[config.mk]
export PLATFORM = sky130hd
export DESIGN_NAME = seg_scan_capture_flat
export DESIGN_NICKNAME = d
export VERILOG_FILES = /design/src/rtl/seg_scan_capture_pkg.sv /design/src/rtl/seg_scan_capture_if.sv /design/src/rtl/seg_scan_capture_onehot_decode.sv /design/src/rtl/seg_scan_capture.sv /design/src/flat_wrapper.sv
export SDC_FILE = /design/constraint.sdc
export NUM_CORES = 1
export LEC_CHECK = 0
export ABC_AREA = 1
export ABC_CLOCK_PERIOD_IN_PS = 1900
export BUFFER_PORTS_ARGS = -buffer_cell sky130_fd_sc_hd__buf_2
export CORE_MARGIN = 3
export CORE_UTILIZATION = 40
export DETAILED_ROUTE_END_ITERATION = 8
export GPL_ROUTABILITY_DRIVEN = 0
export SLEW_MARGIN = 20
export SYNTH_ARGS = -nofsm -noshare
export SYNTH_HDL_FRONTEND = slang
export SYNTH_SLANG_ARGS = --single-unit
[constraint.sdc]
create_clock -name clk -period 1.9 [get_ports clk]
set_input_delay 0.38 -clock clk [delete_from_list [all_inputs] [get_ports clk]]
set_output_delay 0.38 -clock clk [all_outputs]
set_load 0.005 [all_outputs]
[src/rtl/seg_scan_capture_pkg.sv]
// Shared display-bus constants, capture state encoding and the one-hot
// digit-select decode used by the scan capture monitor.
package seg_scan_capture_pkg;
  localparam int DIGITS = 6;
  localparam int SEG_W  = 8;
  localparam int IDX_W  = $clog2(DIGITS);

  typedef enum logic {HUNT, ASSEMBLE} cap_state_e;

  typedef struct packed {
    logic             valid;
    logic [IDX_W-1:0] idx;
  } onehot_res_t;

  // Exactly one bit set -> valid, idx is that bit's position.
  function automatic onehot_res_t onehot_idx(input logic [DIGITS-1:0] com);
    onehot_res_t r;
    int          n;
    r = '0;
    n = 0;
    for (int i = 0; i < DIGITS; i++) begin
      if (com[i]) begin
        n++;
        r.idx = IDX_W'(i);
      end
    end
    r.valid = (n == 1);
    return r;
  endfunction
endpackage

[src/rtl/seg_scan_capture_if.sv]
// Segment bus plus reconstructed-frame status; master drives the bus,
// slave is the capture monitor.
interface seg_scan_capture_if
  import seg_scan_capture_pkg::*;
#(
    parameter int ERR_W = 8
);
    logic                      sample_en;
    logic [DIGITS-1:0]         seg_com;
    logic [SEG_W-1:0]          seg_data;
    logic [DIGITS*SEG_W-1:0]   frame_data;
    logic                      frame_valid;
    logic                      locked;
    logic                      seq_err;
    logic [ERR_W-1:0]          err_cnt;

    modport master (
        output sample_en, seg_com, seg_data,
        input  frame_data, frame_valid, locked, seq_err, err_cnt
    );

    modport slave (
        input  sample_en, seg_com, seg_data,
        output frame_data, frame_valid, locked, seq_err, err_cnt
    );
endinterface

[src/rtl/seg_scan_capture_onehot_decode.sv]
// Combinational digit-select decode: one-hot position plus validity flag.
module onehot_decode
  import seg_scan_capture_pkg::*;
(
    input  logic [DIGITS-1:0] com_i,
    output logic [IDX_W-1:0]  idx_o,
    output logic              valid_o
);
    onehot_res_t res;

    assign res     = onehot_idx(com_i);
    assign idx_o   = res.idx;
    assign valid_o = res.valid;
endmodule

[src/rtl/seg_scan_capture.sv]
// Rebuilds 48-bit display frames from the time-multiplexed segment bus,
// checking scan order and counting errors (saturating).
module seg_scan_capture
  import seg_scan_capture_pkg::*;
#(
    parameter int ERR_W = 8
) (
    input  logic                 clk,
    input  logic                 rst,
    seg_scan_capture_if.slave    bus
);
    typedef logic [DIGITS-1:0][SEG_W-1:0] frame_t;

    cap_state_e       state_q, state_d;
    logic [IDX_W-1:0] exp_q, exp_d;
    frame_t           shadow_q, shadow_d;
    frame_t           frame_q, frame_d;
    logic             fv_q, fv_d;
    logic             locked_q, locked_d;
    logic             err_q, err_d;
    logic [ERR_W-1:0] cnt_q, cnt_d;
    logic [IDX_W-1:0] k;
    logic             k_vld;

    onehot_decode u_dec (
        .com_i   (bus.seg_com),
        .idx_o   (k),
        .valid_o (k_vld)
    );

    always_comb begin
        state_d  = state_q;
        exp_d    = exp_q;
        shadow_d = shadow_q;
        frame_d  = frame_q;
        fv_d     = 1'b0;
        locked_d = locked_q;
        err_d    = 1'b0;
        cnt_d    = cnt_q;
        if (bus.sample_en) begin
            unique case (state_q)
                HUNT: begin
                    // Out-of-order samples while hunting are silently dropped.
                    if (k_vld && k == '0) begin
                        shadow_d[0] = bus.seg_data;
                        exp_d       = IDX_W'(1);
                        state_d     = ASSEMBLE;
                    end
                end
                ASSEMBLE: begin
                    if (k_vld && k == exp_q) begin
                        shadow_d[exp_q] = bus.seg_data;
                        if (exp_q == IDX_W'(DIGITS-1)) begin
                            // Last digit bypasses the shadow so the frame lands this edge.
                            frame_d           = shadow_q;
                            frame_d[DIGITS-1] = bus.seg_data;
                            fv_d              = 1'b1;
                            locked_d          = 1'b1;
                            exp_d             = '0;
                        end else begin
                            exp_d = exp_q + 1'b1;
                        end
                    end else begin
                        err_d    = 1'b1;
                        locked_d = 1'b0;
                        cnt_d    = (cnt_q == '1) ? cnt_q : cnt_q + 1'b1;
                        if (k_vld && k == '0) begin
                            shadow_d[0] = bus.seg_data;
                            exp_d       = IDX_W'(1);
                        end else begin
                            exp_d   = '0;
                            state_d = HUNT;
                        end
                    end
                end
                default: state_d = HUNT;
            endcase
        end
    end

    always_ff @(posedge clk or negedge rst) begin
        if (!rst) begin
            state_q  <= HUNT;
            exp_q    <= '0;
            shadow_q <= '0;
            frame_q  <= '0;
            fv_q     <= 1'b0;
            locked_q <= 1'b0;
            err_q    <= 1'b0;
            cnt_q    <= '0;
        end else begin
            state_q  <= state_d;
            exp_q    <= exp_d;
            shadow_q <= shadow_d;
            frame_q  <= frame_d;
            fv_q     <= fv_d;
            locked_q <= locked_d;
            err_q    <= err_d;
            cnt_q    <= cnt_d;
        end
    end

    assign bus.frame_data  = frame_q;
    assign bus.frame_valid = fv_q;
    assign bus.locked      = locked_q;
    assign bus.seq_err     = err_q;
    assign bus.err_cnt     = cnt_q;
endmodule

[src/flat_wrapper.sv]
// flat-port wrapper written by rule: the top's interface ports become plain ports
module seg_scan_capture_flat import seg_scan_capture_pkg::*;
#(
    parameter int ERR_W = 8
)
  (clk, rst, bus_sample_en, bus_seg_com, bus_seg_data, bus_frame_data, bus_frame_valid, bus_locked, bus_seq_err, bus_err_cnt);
  seg_scan_capture_if #(.ERR_W(ERR_W)) bus_i ();
  input  logic clk;
  input  logic rst;
  input wire logic [$bits(bus_i.sample_en)-1:0] bus_sample_en;
  input wire logic [$bits(bus_i.seg_com)-1:0] bus_seg_com;
  input wire logic [$bits(bus_i.seg_data)-1:0] bus_seg_data;
  output wire logic [$bits(bus_i.frame_data)-1:0] bus_frame_data;
  output wire logic [$bits(bus_i.frame_valid)-1:0] bus_frame_valid;
  output wire logic [$bits(bus_i.locked)-1:0] bus_locked;
  output wire logic [$bits(bus_i.seq_err)-1:0] bus_seq_err;
  output wire logic [$bits(bus_i.err_cnt)-1:0] bus_err_cnt;
  assign bus_i.sample_en = bus_sample_en;
  assign bus_i.seg_com = bus_seg_com;
  assign bus_i.seg_data = bus_seg_data;
  assign bus_frame_data = bus_i.frame_data;
  assign bus_frame_valid = bus_i.frame_valid;
  assign bus_locked = bus_i.locked;
  assign bus_seq_err = bus_i.seq_err;
  assign bus_err_cnt = bus_i.err_cnt;
  seg_scan_capture #(.ERR_W(ERR_W)) u_core (.clk(clk), .rst(rst), .bus(bus_i));
endmodule
# --- Word-level counts from Yosys, hierarchy flattened ---
# Index checks and enable logic that the tools add are counted.
# Widths: inputs -> output; s select.
totals:
  register_bits: 111
  input_bits: 17
  out_inout_bits: 59
classes:
  n_addsub: 7
  n_lt_le_gt_ge: 2
  n_eq_ne: 6
  muxes: 34
  bitwise: 3
  n_reduce_logical: 9
ops:
  columns: ["cell", "n"]
  rows:
  - ["$mux 32", 5]
  - ["$add 32x2->32 const B", 4]
  - ["$bwmux 48", 1]
  - ["$eq 32x2->1 const B", 1]
  - ["$demux 8 s3", 1]
  - ["$mux 8", 3]
  - ["$mux 3", 7]
  - ["$pmux 8 s2", 1]
  - ["$mux 1", 14]
  - ["$add 8x1->8 const B", 1]
  - ["$eq 8x8->1 const B", 1]
  - ["$reduce_and 4->1", 2]
  - ["$pmux 3 s2", 1]
  - ["$reduce_and 3->1", 2]
  - ["$lt 3x4->1 const B", 1]
  - ["$add 3x1->3 const B", 1]
  - ["$eq 3x3->1", 1]
  - ["$eq 3x3->1 const B", 1]
  - ["$ge 3x1->1 const B", 1]
  - ["$logic_and 1x1->1", 3]
  - ["$logic_not 3->1", 1]
  - ["$not 1->1", 3]
  - ["$add 1x1->2 const B", 1]
  - ["$ne 2x1->1 const B", 1]
  - ["other kinds (3)", 3]

# --- Longest topological paths before layout ---
# Gate-level depths: netlist (run 1).
logic_depth:
  word_depth: 16
  ltp_mapped: 25
  ltp_nobuf: 25

# --- Modules after synthesis ---
# From an unflattened synthesis (run 1), not the netlist that was laid out.
unflattened:
  cells_unflattened: 573
  hier_area_um2: 4777.1
by_module_without_submodules:
  columns: ["mod", "instances", "cells_per_inst", "area_per_inst_um2", "seq_area_each_um2"]
  rows:
  - ["seg_scan_capture", 1, 512, 4456.8, 2577.5]
  - ["onehot_decode", 1, 61, 320.3, 0.0]

# --- Least setup slack after synthesis (run 1) ---
# Ideal clock, no wire load.
synth_timing:
  kind: "input -> register"
  start: "input port bus_seg_com[0]"
  end: "register u_core.frame_q (netlist bit u_core.bus.frame_data[0])"
  arrival_ns: 3.140
  t_required_ns: 1.784
  path_slack_ns: -1.356
  stages: 25
  cell_sequence: "inv_1 ha_1 inv_1 nand2_2 nand2_1 inv_1 ha_1 nand2_1 nand2_1 ha_1 or2_0 nand2_1 inv_1 ha_1 nand2_1 xor2_1 nand2_1 inv_1 nand2_1 nand2_2 nand4_2 buf_4 buf_6 nand2_1 nand2_1"
synth_via:
  elab_chain_cells: 14
synth_rtl:
  columns: ["element", "line", "rtl"]
  rows:
  - ["from (decl)", "flat_wrapper.sv:11", "input wire logic [$bits(bus_i.seg_com)-1:0] bus_seg_com;"]
  - ["$mux 1 (*)", "seg_scan_capture_pkg.sv:22", "if (com[i]) begin"]
  - ["$add 1x1->2", "seg_scan_capture_pkg.sv:23", "n++;"]
  - ["$mux 32 (*)", "seg_scan_capture_pkg.sv:22", null]
  - ["$add 32x2->32", "seg_scan_capture_pkg.sv:23", null]
  - ["$mux 32 (*)", "seg_scan_capture_pkg.sv:22", null]
  - ["$add 32x2->32", "seg_scan_capture_pkg.sv:23", null]
  - ["$mux 32 (*)", "seg_scan_capture_pkg.sv:22", null]
  - ["$add 32x2->32", "seg_scan_capture_pkg.sv:23", null]
  - ["$mux 32 (*)", "seg_scan_capture_pkg.sv:22", null]
  - ["$add 32x2->32", "seg_scan_capture_pkg.sv:23", null]
  - ["$mux 32 (*)", "seg_scan_capture_pkg.sv:22", null]
  - ["$eq 32x2->1 (*)", "seg_scan_capture_pkg.sv:27", "r.valid = (n == 1);"]
  - ["$logic_and 1x1->1 (*)", "seg_scan_capture.sv:51", "if (k_vld && k == exp_q) begin"]
  - ["$reduce_and 4->1 (no source line) (*)", null, null]
  - ["to (signal assigned)", "seg_scan_capture.sv:95", "frame_q <= frame_d;"]
  - ["to (decl)", "seg_scan_capture.sv:17", "frame_t frame_q, frame_d;"]
# Mark *: on every way between the ends. The rest lies on a longest branch, timed or not.
# A chain may end at the register's enable or synchronous reset.

# --- Worst setup path after layout (run 1) ---
layout_timing:
  start: "input port bus_seg_com[1]"
  end: "register u_core.shadow_q[8] (netlist name)"
layout_via:
  elab_chain_cells: 12
  elab_cells_between_ends: 18
  classes_between: "add/sub (4); eq/ne (2); mux (10); reduce/logical (2)"
layout_rtl:
  columns: ["element", "line", "rtl"]
  rows:
  - ["$mux 32", "seg_scan_capture_pkg.sv:22", null]
  - ["$add 32x2->32", "seg_scan_capture_pkg.sv:23", null]
  - ["$mux 32", "seg_scan_capture_pkg.sv:22", null]
  - ["$add 32x2->32", "seg_scan_capture_pkg.sv:23", null]
  - ["$mux 32", "seg_scan_capture_pkg.sv:22", null]
  - ["$add 32x2->32", "seg_scan_capture_pkg.sv:23", null]
  - ["$mux 32", "seg_scan_capture_pkg.sv:22", null]
  - ["$add 32x2->32", "seg_scan_capture_pkg.sv:23", null]
  - ["$mux 32", "seg_scan_capture_pkg.sv:22", null]
  - ["$eq 32x2->1", "seg_scan_capture_pkg.sv:27", null]
  - ["$logic_and 1x1->1 (*)", "seg_scan_capture.sv:51", null]
  - ["$reduce_and 3->1 (no source line) (*)", null, null]
  - ["to (signal assigned)", "seg_scan_capture.sv:94", "shadow_q <= shadow_d;"]
  - ["to (decl)", "seg_scan_capture.sv:16", "frame_t shadow_q, shadow_d;"]
# Marks and branches as above.

==> key figures, run 1 <==
Critical path
  • Path length in cells of the critical path: 27
  • Critical Path Source Type: input port
  • Critical path type: input port to flip-flop
  • Arrival time at the worst endpoint: 3260 ps
  • Length in cells of the worst reg-to-reg path: 9
  • Top delay family on crit path: simple AND/OR/NAND/NOR gates
  • Worst Setup End Kind: flip-flop
  • WP buf/inv: 7
  • Max Fanout on Critical Path: 8
  • Slowest cell on crit path: ha_4
  • Crit path largest cell delay: 260 ps
  • Crit path required time: 2150 ps

Synth
  • Post-synthesis sequential area ratio: 0.5592
  • EDFF count, synth: 0
  • Syn_nets: approximately 550
  • Avg Cell Area, Syn: 8.780 um2
  • Mapped Area: 4609 um2
  • Post-Synthesis Cells: 525
  • Yosys cell types: 32
  • Synth Register Bits: 103
  • Yosys warns: 0
  • Ys flop type: dfrtp_1
  • Asr flop ratio synth: 1.000

GRT
  • First-pass GRT wire length: 19520 um
  • Largest net degree at the start of global routing: 57
  • GRT overflow: 0
  • Initial antenna violation count: 0
  • GRT Total Usage: 0.1896
  • Vias in the first global route: 4041

Cells and area
  • Diode count: 0
  • Post-route insts no fill: between 700 and 800
  • Nets: 672
  • Synthesis-to-layout area growth: 39.50%
  • Fraction of layout cells with a size suffix above 1: 0.3905
  • Final Util: 0.5829

Floorplan
  • I/O pin total: 76
  • Core area: 11030 um2
  • Cell Rows: 38
  • Die Y: 113.3 um
  • Total die area: between 10000 and 15000 um2
  • Initial Utilization: 0.4179
  • Die X: 113.3 um

Placed design
  • Place WS: -1727 ps
  • DP Wirelength: 7571 um
  • I/O Buffers: 75
  • Placed Cells: 761

STA
  • Final Max Tran Viols: 0
  • Worst-margin pin slew: 545.0 ps
  • Hold Vio Cnt, Final: 0
  • Minimum clock period: between 3000 and 4000 ps
  • RSZ-0062 raised after global routing: true
  • PnR worst setup slack: -1115 ps
  • Setup TNS: -103300 ps
  • Final Skew: between 6 and 7 ps
  • Final worst path period share: 1.587
  • Max Clk Rate: 331.7 MHz
  • Final setup viols: ~100
  • Max transition margin: 0.6362

Routing
  • DRC errors left: 0
  • Post-route ant nets: 0
  • Routed WL: between 10000 and 15000 um
  • Vias: 3899
  • Drt initial violations: 253
  • WL per Instance: 15.10 um
  • Vias per cell: 4.917
  • DR pass1 iterations: 4

Run status
  • Status: finished, violations left
  • Failing checks: setup timing

Clocking
  • H-tree Lvls: 3
  • Worst skew pair latency: between 300 and 400 ps
  • Clock slew at reported path FFs: about 70 ps
  • Root Driver: clkbuf_16
  • Clock sinks: 103
  • Num CTS Buffers: 9
  • CTS Buffer Depth: 2
  • TritonCTS clock tree: built

Power
  • PD cells: 753.8 nW/um2
  • Static leakage: 3.710 nW
  • Tot Pwr: 4.847 mW
  • Maximum VDD drop: 0.0005116 V

Min path
  • Hold WC Path Type: input port to async pin

Flow run
  • Maxcap violations: 0
[registers in the layout, summed over array words and instances, names as in the netlist]
register                count
u_core.shadow_q            40
u_core.bus.frame_valid      1
u_core.state_q              1
u_core.bus.locked           1
u_core.bus.err_cnt          8
u_core.exp_q                3
u_core.bus.frame_data      48
u_core.bus.seq_err          1
[cells in the final DEF (no fill, tap or decap), types with 4 or more instances in the layout]
cell       count
buf_12        11
nand3_1       46
o21ai_1       17
inv_2          5
clkbuf_16     13
nor2_1        10
buf_2         72
xor2_1         5
inv_1         27
nand3_4       10
ha_4           4
o21ai_0        6
dfrtp_1      103
nand2_4       22
nand2_2       56
buf_6          4
buf_4         35
nand2_1      167
[cells by family (layout without fill, tap and decap cells)]
kind of cell | after synthesis | count (layout) | synth area share
XOR/XNOR | 9 | 9 | 0.01710
AND/OR/NAND/NOR | 325 | 327 | 0.3151
AO/OA/AOI/OAI | 31 | 31 | 0.03475
flip-flops | 103 | 103 | 0.5592
buffers and inverters | 51 | 177 | 0.05755
adder cells (fa/ha/maj) | 6 | 6 | 0.01629
[cell usage after synthesis (2+ instances only)]
master / n / area, um2
nand2_1: 241 / 904.6
dfrtp_1: 103 / 2577
nand3_1: 48 / 240.2
inv_1: 32 / 120.1
o21ai_0: 18 / 90.09
nor2_1: 10 / 37.54
buf_6: 8 / 90.09
o21ai_1: 8 / 40.04
ha_1: 6 / 75.07
xor2_1: 6 / 52.55
buf_2: 5 / 25.02
nand3_4: 5 / 87.58
a21oi_1: 3 / 15.01
inv_2: 3 / 11.26
nand2_2: 3 / 18.77
nor2_2: 3 / 18.77
xnor2_1: 3 / 26.28
buf_4: 2 / 15.01
nand3_2: 2 / 20.02
nand4_1: 2 / 12.51
nand4_2: 2 / 25.02
nor2_4: 2 / 22.52
[power by group]
group,switching (mW),internal [mW]
sequential,0.0552,2.23
combinational,0.326,0.222
clock,0.821,1.19
total,1.20,3.64
[layout make-up]
class                   instances  area [um2]
clock inverters                 4       77.57
repair buffers                127        1003
flip-flops and latches        103        2577
fillers                       985        4601
multi-input cells             373        2202
well taps                     140       175.2
inverters                      35       151.4
clock buffers                  11       242.7
[worst paths after layout]
check | startpoint | slack [ps] | end
setup / recovery | bus_seg_com[1] | -1110 | u_core.shadow_q[8]
hold / removal | rst | 9 | u_core.shadow_q[14]
setup reg to reg | u_core.exp_q[0] | -100 | u_core.bus.frame_data[7]
hold reg to reg | u_core.bus.frame_data[22] | 460 | u_core.bus.frame_data[22]
max in group asynchronous | rst | 1270 | u_core.bus.err_cnt[7]
min in group clk | bus_seg_data[7] | 340 | u_core.shadow_q[15]
[what timing repair did]
item                       CTS  global route
setup endpoints to repair  103           103
resized for setup           36            93
setup buffers               10             3
pin swaps                   31            37
hold endpoints to repair     0             0
cloned                       4             4
hold buffers                 0             0
[routing by layer]
layer / share of wire / GRT usage
met1: 0.44 / 0.2516
met2: 0.49 / 0.3132
met3: 0.053 / 0.04171
met4: 0.014 / 0.05529
met5: 0 / 0
[metrics by stage]
stage	hold WS (ps)	instance area (um2)
floorplan	84.41	4683
global placement	394.4	5448
detailed placement	399.0	5448
CTS	20.85	6071
global route	42.64	6430
finish	8.507	6430
(Power assumes the default switching activity.)
==> run 2, diff against run 1 <==
--- a/config.mk
+++ b/config.mk
@@ -6,10 +6,11 @@
 export NUM_CORES = 1
 export LEC_CHECK = 0
 export ABC_AREA = 1
-export ABC_CLOCK_PERIOD_IN_PS = 1900
+export ABC_CLOCK_PERIOD_IN_PS = 3600
 export BUFFER_PORTS_ARGS = -buffer_cell sky130_fd_sc_hd__buf_2
 export CORE_MARGIN = 3
 export CORE_UTILIZATION = 40
+export CTS_CLUSTER_SIZE = 30
 export DETAILED_ROUTE_END_ITERATION = 8
 export GPL_ROUTABILITY_DRIVEN = 0
 export SLEW_MARGIN = 20
==> constraint.sdc (replaced) <==
create_clock -name clk -period 3.6 [get_ports clk]
set_input_delay 0.72 -clock clk [delete_from_list [all_inputs] [get_ports clk]]
set_output_delay 0.72 -clock clk [all_outputs]
set_load 0.005 [all_outputs]
==> run 2 against run 1 <==
  * Clock power shrank 55%
  * Design area shrank 14%
  * Highest routed layer unchanged
  * Global-route usage shrank 1.8 points
  * Critical path depth shrank 4
  * Hold slack gained 460 ps
  * Cell count shrank 4.3%
  * Combinational power shrank 60%
  * Clock skew grew 0.73 ps
  * Largest power group unchanged
  * The flow now finishes without violations
  * First-iteration DRC count shrank 21%
  * Sequential share of layout area grew 6.3 points
==> key figures, run 2 (synthesized netlist as in run 1, its figures left out) <==
Floorplan
  • Initial Utilization: 0.4179
  • Total die area: 12850 um2
  • Core area: between 10000 and 15000 um2
  • Die X: 113.3 um
  • Die Y: 113.3 um
  • I/O pin total: between 70 and 80
  • Cell Rows: 38

Critical path
  • Slowest cell on crit path: ha_4
  • Arrival time at the worst endpoint: 3610 ps
  • R2r startpoint: u_core.exp_q[2]
  • Max Fanout on Critical Path: 8
  • Crit path largest cell delay: approximately 280 ps
  • CP cell instances: buf_2 > buf_4 > ha_2 > o21a_1 > ha_4 > nand2_4 > nand2_2 > ha_4 > or2_0 > nand2_1 > inv_1 > ha_1 > nand2_1 > xor2_1 > nand2_1 > inv_1 > nand2_2 > nand2_4 > nand3_4 > nor2_8 > nand3_4 > nand2_1 > nand2_1
  • Crit path launch: bus_seg_com[1]
  • Worst Setup End Kind: flip-flop
  • Worst path most repeated cell: nand2_1
  • Critical path type: input port to flip-flop
  • Crit path required time: 3820 ps
  • Critical Path Source Type: input port

GRT
  • First-pass GRT wire length: 17460 um
  • Vias in the first global route: 3535
  • Largest net degree at the start of global routing: 74
  • GRT overflow: 0
  • Initial antenna violation count: 0
  • GRT Total Usage: 0.1712

Clocking
  • CTS Buffer Depth: 2
  • TritonCTS clock tree: built
  • Root Driver: clkbuf_16
  • Clock sinks: 103
  • H-tree Lvls: 3
  • Num CTS Buffers: 9
  • Clock slew at reported path FFs: approximately 70 ps
  • Worst skew pair latency: 340 ps

Cells and area
  • Post-route cell area: 5557 um2
  • Diode count: 0
  • Area taken by flip-flops and latches: 2577 um2
  • Commonest non-fill, non-tap cells in the layout: nand2_1 (233), dfrtp_1 (103), buf_2 (74)
  • Fill cell count: 1071
  • Fraction of layout cells with a size suffix above 1: 0.2391
  • Max reg flops: between 40 and 50
  • Multi-input logic area: 1837 um2
  • Final Util: 0.5037
  • Commonest non-fill, non-tap cell in the layout: nand2_1
  • Nets: 637
  • Synthesis-to-layout area growth: 20.55%

Routing
  • DRC errors left: 0
  • Vias: roughly 3700
  • Drt initial violations: 200
  • Vias per cell: 4.822
  • Routed WL: 10420 um
  • Post-route ant nets: 0
  • DR pass1 iterations: 4
  • WL per Instance: 13.73 um

Min path
  • Hold WC Path Type: flip-flop to flip-flop
  • Hold path start: u_core.shadow_q[18]

STA
  • Worst-margin pin slew: approximately 920 ps
  • Final Max Tran Viols: 0
  • Final worst path period share: 0.9406
  • Final setup viols: 0
  • Setup TNS: 0 ps
  • Max transition margin: 0.3876
  • Hold Vio Cnt, Final: 0
  • Minimum clock period: 3386 ps
  • PnR worst setup slack: roughly 210 ps
  • Max Clk Rate: 295.3 MHz
  • Final Skew: 7.286 ps

Power
  • PD cells: roughly 420 nW/um2
  • Static leakage: 3.136 nW
  • Tot Pwr: approximately 2.3 mW
  • Maximum VDD drop: 0.0002297 V

Placed design
  • DP Wirelength: a little over 7000 um
  • I/O Buffers: 75
  • Place WS: -325.8 ps
  • Area after DPL: 5194 um2

Flow run
  • Maxcap violations: 0

Run status
  • Status: complete, no violations
## run 2: changes by cell type in the layout (fill, tap and decap cells not counted), moves of 4 or more
| cell | delta |
|---|---|
| o21ai_0 | +12 |
| nand2_1 | +66 |
| o21ai_1 | -9 |
| buf_12 | -8 |
| nand3_4 | -5 |
| clkbuf_16 | -4 |
| nand2_2 | -47 |
| buf_4 | -19 |
| nand2_4 | -19 |
## run 2: routing by layer
metal,global-route usage,part of all wire
met1,0.2328,0.46
met2,0.2733,0.48
met3,0.03690,0.047
met4,0.05769,0.015
met5,0,0
## run 2: path summary, 6_finish.rpt
| check | endpoint | slack, ps | depth (start not counted) |
|---|---|---|---|
| max | u_core.shadow_q[10] | 210 | 23 |
| min | u_core.shadow_q[18] | 470 | 2 |
| max reg2reg | u_core.shadow_q[10] | 1620 | 12 |
| min reg2reg | u_core.shadow_q[18] | 470 | 2 |
| max in group asynchronous | u_core.bus.err_cnt[5] | 2290 | 2 |
| min in group asynchronous | u_core.bus.frame_data[10] | 510 | 1 |
## run 2: through the flow
step | cells | hold slack [ps]
finish | 759 | 471.5
global route | 759 | 490.6
CTS | 757 | 472.0
detailed placement | 741 | 457.9
global placement | 741 | 457.7
floorplan | 525 | 424.4
## run 2: layout make-up
cell class              instances  share of cell area
multi-input cells             371              0.3306
repair buffers                 94              0.1011
flip-flops and latches        103              0.4639
well taps                     140             0.03152
clock buffers                  10             0.04121
clock inverters                 6            0.008106
inverters                      35             0.02364
## run 2: worst max-delay path: cells and delay by family
family,cells,cell delay (ps)
compound gates,1,220
xor+xnor,1,160
fa+ha+maj,4,800
buf+inv,4,340
simple gates,13,1350
## run 2: timing repair
item / in CTS / in global routing
setup buffers: 0 / 2
setup endpoints to repair: 0 / 101
hold buffers: 0 / 0
gates resized for setup: 0 / 19
## run 2: report_power, final
group / leakage (nW) / total [mW] / internal [mW] / switching (mW)
Clock: 0.125 / 0.899 / 0.471 / 0.428
Sequential: 1.43 / 1.20 / 1.18 / 0.0205
Combinational: 1.58 / 0.220 / 0.0750 / 0.145
